--- src/rtl/jt6295_pkg.sv ---
// Shared constants for the jt6295 playback scheduler.
package jt6295_pkg;

  // Voice count and the width of a slot / voice index.
  localparam int CH     = 4;
  localparam int SW     = 2;

  // Default ROM byte-address width.
  localparam int AW_DEF = 18;

  // Value of a voice's nibble selector that picks the high nibble; the high
  // nibble of every byte is played first.
  localparam logic NIB_FIRST = 1'b0;

  // Nibble of a sample byte selected by the per-voice nibble selector.
  function automatic logic [3:0] pick_nib(input logic [7:0] b, input logic nib);
    return (nib == NIB_FIRST) ? b[7:4] : b[3:0];
  endfunction

endpackage

--- src/rtl/jt6295_fetch_arb.sv ---
// jt6295_fetch_arb: round-robin ROM fetch arbiter and request register.
//
// ROM handshake: rom_cs is raised with rom_addr and both are held stable
// until a clk on which rom_ok is sampled high; on that clk rom_data is
// taken and rom_cs drops. A new request is only granted while rom_cs is low,
// so at least one idle clk always separates two requests.
module jt6295_fetch_arb
  import jt6295_pkg::*;
#(
  parameter int AW = AW_DEF
) (
  input  logic             clk,
  input  logic             rst,
  input  logic [CH-1:0]    i_req,
  input  logic [CH*AW-1:0] i_ptr,
  input  logic             i_rom_ok,
  input  logic [7:0]       i_rom_data,
  output logic             o_rom_cs,
  output logic [AW-1:0]    o_rom_addr,
  output logic             o_gnt,
  output logic [SW-1:0]    o_gnt_idx,
  output logic             o_done,
  output logic [SW-1:0]    o_done_idx,
  output logic [7:0]       o_data
);

  logic            r_cs;
  logic [AW-1:0]   r_addr;
  logic [SW-1:0]   r_idx;
  logic [SW-1:0]   r_rr;

  logic            w_found;
  logic [SW-1:0]   w_pick;
  logic [SW-1:0]   w_cand;

  // Pick the first requesting voice at or after the round-robin pointer.
  always_comb begin
    w_found = 1'b0;
    w_pick  = '0;
    w_cand  = '0;
    for (int k = 0; k < CH; k++) begin
      w_cand = r_rr + SW'(k);
      if (!w_found && i_req[w_cand]) begin
        w_found = 1'b1;
        w_pick  = w_cand;
      end
    end
  end

  // Request register: grant when idle, hold address until rom_ok.
  always_ff @(posedge clk) begin
    if (rst) begin
      r_cs   <= 1'b0;
      r_addr <= '0;
      r_idx  <= '0;
      r_rr   <= '0;
    end else if (r_cs) begin
      if (i_rom_ok) r_cs <= 1'b0;
    end else if (w_found) begin
      r_cs   <= 1'b1;
      r_addr <= i_ptr[w_pick*AW +: AW];
      r_idx  <= w_pick;
      r_rr   <= w_pick + 1'b1;
    end
  end

  assign o_rom_cs   = r_cs;
  assign o_rom_addr = r_addr;
  assign o_gnt      = !r_cs && w_found;
  assign o_gnt_idx  = w_pick;
  assign o_done     = r_cs && i_rom_ok;
  assign o_done_idx = r_idx;
  assign o_data     = i_rom_data;

endmodule

--- src/rtl/jt6295_sched.sv ---
// jt6295_sched: 4-voice ADPCM playback scheduler with ROM byte prefetch.
// Each cen advances the decoder slot and registers one nibble for the voice
// that owns the new slot.
module jt6295_sched
  import jt6295_pkg::*;
#(
  parameter int AW = AW_DEF
) (
  input  logic          clk,
  input  logic          rst,
  input  logic          cen,
  input  logic [3:0]    start,
  input  logic [AW-1:0] start_addr,
  input  logic [AW-1:0] stop_addr,
  input  logic [3:0]    start_att,
  input  logic [3:0]    stop,
  output logic [3:0]    busy,
  output logic [3:0]    underrun,
  input  logic          clr_flags,
  output logic [AW-1:0] rom_addr,
  output logic          rom_cs,
  input  logic          rom_ok,
  input  logic [7:0]    rom_data,
  output logic [1:0]    slot,
  output logic          adpcm_en,
  output logic [3:0]    adpcm_data,
  output logic [3:0]    adpcm_att
);

  logic [CH-1:0]    r_active;
  logic [CH-1:0]    r_bvalid;
  logic [CH-1:0]    r_nib;
  logic [CH-1:0]    r_under;
  logic [AW-1:0]    r_ptr  [CH];
  logic [AW-1:0]    r_stop [CH];
  logic [3:0]       r_att  [CH];
  logic [7:0]       r_buf  [CH];
  logic             r_live;
  logic [SW-1:0]    r_slot;
  logic             r_en;
  logic [3:0]       r_data;
  logic [3:0]       r_att_o;

  logic [CH-1:0]    w_req;
  logic [CH*AW-1:0] w_ptr_flat;
  logic [SW-1:0]    w_nslot;
  logic             w_gnt;
  logic [SW-1:0]    w_gnt_idx;
  logic             w_done;
  logic [SW-1:0]    w_done_idx;
  logic [7:0]       w_data;

  assign w_req   = r_active & ~r_bvalid;
  assign w_nslot = r_slot + 1'b1;

  // Flatten the per-voice pointers for the arbiter.
  always_comb begin
    w_ptr_flat = '0;
    for (int i = 0; i < CH; i++) w_ptr_flat[i*AW +: AW] = r_ptr[i];
  end

  jt6295_fetch_arb #(.AW(AW)) u_arb (
    .clk        (clk),
    .rst        (rst),
    .i_req      (w_req),
    .i_ptr      (w_ptr_flat),
    .i_rom_ok   (rom_ok),
    .i_rom_data (rom_data),
    .o_rom_cs   (rom_cs),
    .o_rom_addr (rom_addr),
    .o_gnt      (w_gnt),
    .o_gnt_idx  (w_gnt_idx),
    .o_done     (w_done),
    .o_done_idx (w_done_idx),
    .o_data     (w_data)
  );

  // Per-voice state: start/stop, nibble consumption, buffer fill, flags.
  // Later assignments in this block take priority (stop over cen end-of-sample,
  // underrun set over clr_flags).
  always_ff @(posedge clk) begin
    if (rst) begin
      r_active <= '0;
      r_bvalid <= '0;
      r_nib    <= '0;
      r_under  <= '0;
      r_live   <= 1'b0;
      for (int i = 0; i < CH; i++) begin
        r_ptr[i]  <= '0;
        r_stop[i] <= '0;
        r_att[i]  <= '0;
        r_buf[i]  <= '0;
      end
    end else begin
      if (clr_flags) r_under <= '0;
      // A fresh grant makes its returning byte usable unless the voice is
      // stopped before the byte arrives.
      if (w_gnt) r_live <= 1'b1;
      for (int i = 0; i < CH; i++) begin
        // Returned byte is kept only for the same, still-playing voice.
        if (w_done && w_done_idx == SW'(i) && r_live && r_active[i] &&
            r_ptr[i] == rom_addr) begin
          r_buf[i]    <= w_data;
          r_bvalid[i] <= 1'b1;
        end
        // Nibble consumption for the voice owning the next slot.
        if (cen && w_nslot == SW'(i) && r_active[i]) begin
          if (r_bvalid[i]) begin
            r_nib[i] <= ~r_nib[i];
            if (r_nib[i] != NIB_FIRST) begin
              r_bvalid[i] <= 1'b0;
              r_ptr[i]    <= r_ptr[i] + 1'b1;
              if (r_ptr[i] == r_stop[i]) r_active[i] <= 1'b0;
            end
          end else begin
            r_under[i] <= 1'b1;
          end
        end
        if (stop[i]) begin
          r_active[i] <= 1'b0;
          if ((rom_cs && w_done_idx == SW'(i)) || (w_gnt && w_gnt_idx == SW'(i)))
            r_live <= 1'b0;
        end else if (start[i] && !r_active[i]) begin
          r_active[i] <= 1'b1;
          r_bvalid[i] <= 1'b0;
          r_nib[i]    <= NIB_FIRST;
          r_ptr[i]    <= start_addr;
          r_stop[i]   <= stop_addr;
          r_att[i]    <= start_att;
        end
      end
    end
  end

  // Slot advance and registered decoder inputs for the new slot.
  always_ff @(posedge clk) begin
    if (rst) begin
      r_slot  <= '0;
      r_en    <= 1'b0;
      r_data  <= '0;
      r_att_o <= '0;
    end else if (cen) begin
      r_slot  <= w_nslot;
      r_en    <= r_active[w_nslot];
      r_data  <= (r_active[w_nslot] && r_bvalid[w_nslot]) ?
                 pick_nib(r_buf[w_nslot], r_nib[w_nslot]) : 4'h0;
      r_att_o <= r_active[w_nslot] ? r_att[w_nslot] : 4'h0;
    end
  end

  assign busy       = r_active;
  assign underrun   = r_under;
  assign slot       = r_slot;
  assign adpcm_en   = r_en;
  assign adpcm_data = r_data;
  assign adpcm_att  = r_att_o;

endmodule

--- config.mk ---
export PLATFORM = sky130hd
export DESIGN_NAME = jt6295_sched
export DESIGN_NICKNAME = d
export VERILOG_FILES = /design/src/rtl/jt6295_pkg.sv /design/src/rtl/jt6295_fetch_arb.sv /design/src/rtl/jt6295_sched.sv
export SDC_FILE = /design/constraint.sdc
export NUM_CORES = 1
export LEC_CHECK = 0
export BUFFER_PORTS_ARGS = -buffer_cell sky130_fd_sc_hd__buf_2
export CAP_MARGIN = 30
export CORE_MARGIN = 2
export CORE_UTILIZATION = 54
export CTS_CLUSTER_DIAMETER = 30
export DETAILED_ROUTE_END_ITERATION = 12
export GPL_ROUTABILITY_DRIVEN = 0
export GPL_TIMING_DRIVEN = 1
export PLACE_DENSITY = 0.84
export SLEW_MARGIN = 20
export SYNTH_ARGS = -nofsm -noshare
export SYNTH_HDL_FRONTEND = slang
export SYNTH_SLANG_ARGS = --single-unit
--- constraint.sdc ---
create_clock -name clk -period 3.8 [get_ports clk]
set_input_delay 0.76 -clock clk [delete_from_list [all_inputs] [get_ports clk]]
set_output_delay 0.76 -clock clk [all_outputs]
set_load 0.01 [all_outputs]
# Yosys cells after proc, flatten, opt, wreduce, memory -nomap -nowiden
# Memories as Yosys holds them, arrays and structs flattened.
# Index checks and enable logic that the tools add are counted.
[word_totals]
n_memories = 4
inputBits = 61
wordCells = 339
ramBits = 192
register_bits = 51
output_inout_bits = 38
[classes]
shifts = 1
n_eq_ne = 17
n_addsub = 9
n_bitwise = 27
magnitude_cmp = 5
multipliers = 1
n_reduce_logical = 82
mux = 177
[mem_list]
columns = ["name", "words", "width", "rd", "rd_clocked_by_memory_dff", "wr", "line", "text"]
rows = [
  ["r_ptr", 4, 18, 4, 0, 4, "jt6295_sched.sv:34", "logic [AW-1:0] r_ptr [CH];"],
  ["r_stop", 4, 18, 4, 0, 4, "jt6295_sched.sv:35", "logic [AW-1:0] r_stop [CH];"],
  ["r_buf", 4, 8, 1, 0, 4, "jt6295_sched.sv:37", "logic [7:0] r_buf [CH];"],
  ["r_att", 4, 4, 1, 0, 4, "jt6295_sched.sv:36", "logic [3:0] r_att [CH];"],
]
[ops]
columns = ["cell", "count"]
rows = [
  ["$mux W18", 12],
  ["$eq A18 B18 Y1", 8],
  ["$mux W1", 142],
  ["$add A18 B1 Y18 const B", 4],
  ["$shiftx A72 B8 Y18", 1],
  ["$logic_and A1 B1 Y1", 42],
  ["$mux W4", 8],
  ["$mux W8", 4],
  ["$reduce_bool A2 Y1", 16],
  ["$or A1 B1 Y1", 20],
  ["$reduce_and A4 Y1", 4],
  ["$lt A2 B3 Y1 const B", 5],
  ["$bmux W1 S2", 7],
  ["$eq A2 B2 Y1 const B", 6],
  ["$logic_not A1 Y1", 8],
  ["$mux W2", 4],
  ["$reduce_or A2 Y1", 4],
  ["$add A2 B1 Y2 const B", 3],
  ["$eq A2 B1 Y1 const B", 3],
  ["$logic_not A2 Y1", 3],
  ["$mul A2 B4 Y6 const B", 1],
  ["$not A1 Y1", 5],
  ["$add A2 B2 Y2 const B", 2],
  ["$and A4 B4 Y4", 1],
  ["3 further kinds", 6],
]

# Depth between registers and ports, before layout
[depth]
word_depth = 25
ltp_mapped = 13
mapped_depth_nobuf = 9

# Modules after synthesis
# From an unflattened synthesis, not the netlist that was laid out.
[hier_totals]
cells_unflattened = 1364
hier_area_um2 = 13917.1
[modules_own_cells]
columns = ["mod", "n_inst", "area_each_um2", "cells_per_inst", "seq_area_each_um2"]
rows = [
  ["jt6295_sched", 1, 12019.0, 1114, 6326.1],
  ["jt6295_fetch_arb", 1, 1898.1, 250, 460.4],
]

# Least setup slack after synthesis
# No wires, ideal clock.
[synth_path]
path_kind = "input -> register"
start = "input start[0]"
end = "memory r_ptr[0][0] in the netlist's numbering (enable)"
n_path_buf = 0
stages = 3
t_arrival_ns = 2.609
required_ns = 3.423
setup_ns = 0.377
path_slack_ns = 0.814
cell_sequence = "nand2b_1 o21bai_1 nand2b_1"
[synth_lines]
columns = ["item", "line", "text"]
rows = [
  ["start: declaration", "jt6295_sched.sv:12", "input logic [3:0] start,"],
  ["end: declaration", "jt6295_sched.sv:34", ""],
]

# Worst setup path after layout
[layout_path]
start = "register r_active[2] (netlist: busy[2])"
end = "register u_arb.r_addr[15] (netlist: u_arb.o_rom_addr[15])"
[layout_via]
elab_chain_cells = 15
elab_cells_between_ends = 26
cone_classes = "mul: 1; shift: 1; mux: 16; bitwise: 1; reduce/logical: 7"
[layout_rtl]
columns = ["item", "line", "text"]
rows = [
  ["start: declaration", "jt6295_sched.sv:30", "logic [CH-1:0] r_active;"],
  ["start signal: assignment", "jt6295_sched.sv:83", "r_active <= '0;"],
  ["start signal: indexed assignment", "jt6295_sched.sv:113", "if (r_ptr[i] == r_stop[i]) r_active[i] <= 1'b0;"],
  ["start signal: indexed assignment", "jt6295_sched.sv:120", "r_active[i] <= 1'b0;"],
  ["$and A4 B4 Y4 *", "jt6295_sched.sv:53", "assign w_req = r_active & ~r_bvalid;"],
  ["$bmux W1 S2", "jt6295_fetch_arb.sv:43", "if (!w_found && i_req[w_cand]) begin"],
  ["$mux W1 (not written as such)", "jt6295_fetch_arb.sv:43", ""],
  ["$mux W1", "jt6295_fetch_arb.sv:43", ""],
  ["$logic_not A1 Y1", "jt6295_fetch_arb.sv:43", ""],
  ["$logic_and A1 B1 Y1", "jt6295_fetch_arb.sv:43", ""],
  ["$mux W1", "jt6295_fetch_arb.sv:43", ""],
  ["$logic_not A1 Y1", "jt6295_fetch_arb.sv:43", ""],
  ["$logic_and A1 B1 Y1", "jt6295_fetch_arb.sv:43", ""],
  ["$mux W1", "jt6295_fetch_arb.sv:43", ""],
  ["$logic_not A1 Y1", "jt6295_fetch_arb.sv:43", ""],
  ["$logic_and A1 B1 Y1", "jt6295_fetch_arb.sv:43", ""],
  ["$mux W2", "jt6295_fetch_arb.sv:43", ""],
  ["$mul A2 B4 Y6", "jt6295_fetch_arb.sv:61", "r_addr <= i_ptr[w_pick*AW +: AW];"],
  ["$shiftx A72 B8 Y18", "jt6295_fetch_arb.sv:61", ""],
  ["end signal: assignment", "jt6295_fetch_arb.sv:61", ""],
  ["end: declaration", "jt6295_fetch_arb.sv:28", "logic [AW-1:0] r_addr;"],
]
# Every way passes the cells marked *; elsewhere a longest branch is shown, timed or not. The select of a mux whose other input is x is not followed.
# A chain may end at the register's enable or synchronous reset.

==> run metrics <==
status finished, final reports clean; Avg Cell Area, Syn between 10 and 15 um2; TNS Setup 0 ns; wire per inst 24.8 um; Max Root-Sink Buffers 3; pin count of the biggest net entering global routing between 40 and 50; Max-slew headroom a little over a third; I/O pin count 99; most common cell in the netlist edfxtp_1; # DRC 0; minimum clock period between 2 and 3 ns; initial cell density of the core a little over half; uppermost routed layer met4; top post-synthesis cells by count edfxtp_1, xor2_1, nand2_1; sequential area share after synthesis ~50%; Worst-path clk slew 0.05 ns; Hold Path Class register to register; detailed route wirelength on metal3 6.44 mm; Post-synth ARST share 0%; Row Count 58; Crit Path Category register to register; Worst-Margin Slew 0.961 ns; CTS sink count between 200 and 250; initial antenna violation count 1; Max Cap Violations 0; WP data required between 4 and 5 ns; max frequency 352 MHz; layout cells sized above 1 roughly a fifth; WL met1 roughly 15 mm; total number of vias about 11000; Post-synth EDFFs 192; CTS HTree Levels 2; Die ar. between 0.02 and 0.03 mm2; Via density between 6 and 7; vias in the first global route roughly 11000; Final nets 1406; port bufs 98; Die Span X 163 um; register-to-register setup slack just under 1 ns; post-route clock period utilization between 70% and 80%; WP data arrival ~3.2 ns; hold_buf cts 0; Antenna Violating Nets Remaining 0; Mapped Area 0.0136 mm2; core area 0.0250 mm2; DR pass1 iterations 6; final hold vios 0; Synth cell types 58; top cells by area, synth edfxtp_1, xor2_1, dfxtp_1; leading area contributor after synthesis edfxtp_1; RSZ-0062 raised after global routing no; Syn Inst Count between 1000 and 1500; worst skew pair latency between 0.5 and 0.6 ns; count of pins over their slew limit 0; predominant post-synthesis flop cell edfxtp_1; length of routed met2 wiring between 15 and 20 mm; CTS buffer count 53; P per Cell Area between 500 and 600 mW/mm2; Leak roughly 0.0059 uW; hpwl dp just under 30 mm; crit path capture type register; first-pass GRT wire length 63.5 mm; CP Max Fanout 21; height of the die 163 um; nature of the critical path startpoint register; Remaining Overflow, GRT 0; GR Util All Layers between 30% and 40%; final WL 42.3 mm; cts repair resizes 0; post-synth net total about 1400; Ys Warns 0; root buffer cell clkbuf_16; clk_skew 0.0164 ns; First DRT Iteration DRCs between 1000 and 1500; Area Growth Syn to Fin 16.9%; final setup fails 0; Seq cells post-synth approximately 240; CTS tree done; Post CTS Setup Buffer Count 0; WHS 0.466 ns; Max rail drop VDD 0.379 mV; post-synth top area share between 40% and 50%
==> where the power goes <==
| part | switching (uW) | total (uW) | internal [uW] |
|---|---|---|---|
| Sequential | 285 | 3340 | 3060 |
| Clock | 1590 | 4410 | 2810 |
| Combinational | 509 | 885 | 376 |
| Total | 2390 | 8630 | 6250 |
==> worst paths after layout <==
path	from	endpoint	cells past startpoint
hold / removal	adpcm_att[3]	adpcm_att[3]	2
hold reg to reg	adpcm_att[3]	adpcm_att[3]	2
setup reg to reg	busy[2]	u_arb.o_rom_addr[15]	6
setup / recovery	busy[2]	u_arb.o_rom_addr[15]	6
==> through the flow <==
step | power, uW | instances | setup slack (ns) | instance area [um2] | utilization, %
detailed placement | 4210 | 1602 | 0.846 | 14200 | 56.8
global route | 8850 | 1704 | 0.897 | 15900 | 63.8
floorplan | 3880 | 1273 | 0.814 | 13600 | -
CTS | 8610 | 1701 | 1.05 | 15900 | 63.7
global placement | 4190 | 1601 | 1.04 | 14200 | 56.7
finish | 8630 | 1704 | 0.960 | 15900 | 63.8
==> metal layers <==
metal	vias to the layer above	global-route usage [%]
met5	-	0
met4	0	19.8
met3	194	10.7
met2	867	47.0
met1	5072	41.4
li1	4602	-
==> logic make-up after synthesis <==
family                     after synthesis  synth area share, %
and+or+nand+nor                        475                 18.3
DFF                                    243                 49.8
xor gates and xnor gates               209                 13.4
buffers and inverters                  138                 4.54
AOI/OAI and AO/OA                      130                 6.51
muxes                                   62                 5.96
adders and majority gates               16                 1.47
==> sequential cells by signal, indices dropped and copies added (netlist names), 2 cells and up <==
| register | flops |
|---|---|
| u_arb.o_done_idx | 2 |
| r_buf | 32 |
| slot | 2 |
| adpcm_att | 4 |
| r_ptr | 72 |
| busy | 4 |
| r_nib | 4 |
| r_bvalid | 4 |
| r_stop | 72 |
| underrun | 4 |
| u_arb.r_rr | 2 |
| u_arb.o_rom_addr | 18 |
| r_att | 16 |
| adpcm_data | 4 |
==> layout make-up <==
cell class,instances,area [um2]
fillers,1769,9030
well taps,330,413
clock inverters,40,388
flip-flops and latches,243,6790
clock buffers,59,1350
diodes,1,2.50
multi-input cells,892,6250
inverters,18,67.6
repair buffers,121,676
==> cell usage in the layout, fill, tap and decap left out, types with 5 or more instances in the layout <==
| master | synthesis | routed |
|---|---|---|
| edfxtp_1 | 192 | 192 |
| xor2_1 | 123 | 123 |
| nand2_1 | 118 | 118 |
| buf_2 | 25 | 98 |
| and2_1 | 88 | 88 |
| xnor2_1 | 86 | 86 |
| nor2_1 | 74 | 74 |
| o21ai_0 | 72 | 72 |
| clkbuf_16 | 0 | 53 |
| dfxtp_1 | 51 | 51 |
| mux2i_1 | 47 | 47 |
| nand3_1 | 39 | 39 |
| nand4_1 | 35 | 35 |
| nor4_1 | 30 | 30 |
| nand2b_1 | 23 | 23 |
| nand3b_1 | 20 | 20 |
| buf_4 | 2 | 20 |
| inv_1 | 17 | 17 |
| ha_1 | 16 | 16 |
| mux4_2 | 14 | 14 |
| a21oi_1 | 12 | 12 |
| inv_6 | 0 | 12 |
| o221ai_2 | 11 | 11 |
| clkinvlp_4 | 0 | 10 |
| and3_1 | 8 | 8 |
| nor3_1 | 12 | 8 |
| nor2_2 | 8 | 8 |
| o221ai_1 | 7 | 7 |
| clkinv_2 | 0 | 7 |
| clkbuf_1 | 82 | 6 |
| and4_1 | 5 | 5 |
==> critical path, cell delays in order (launching register included) <==
cell and delay (ns):
dfxtp_1 0.59, nor2b_4 0.28, a21boi_0 0.23, o211a_2 0.68, buf_4 0.46, mux2i_1 0.32
o221ai_2 0.11
Power figures use the tool's default switching activity.
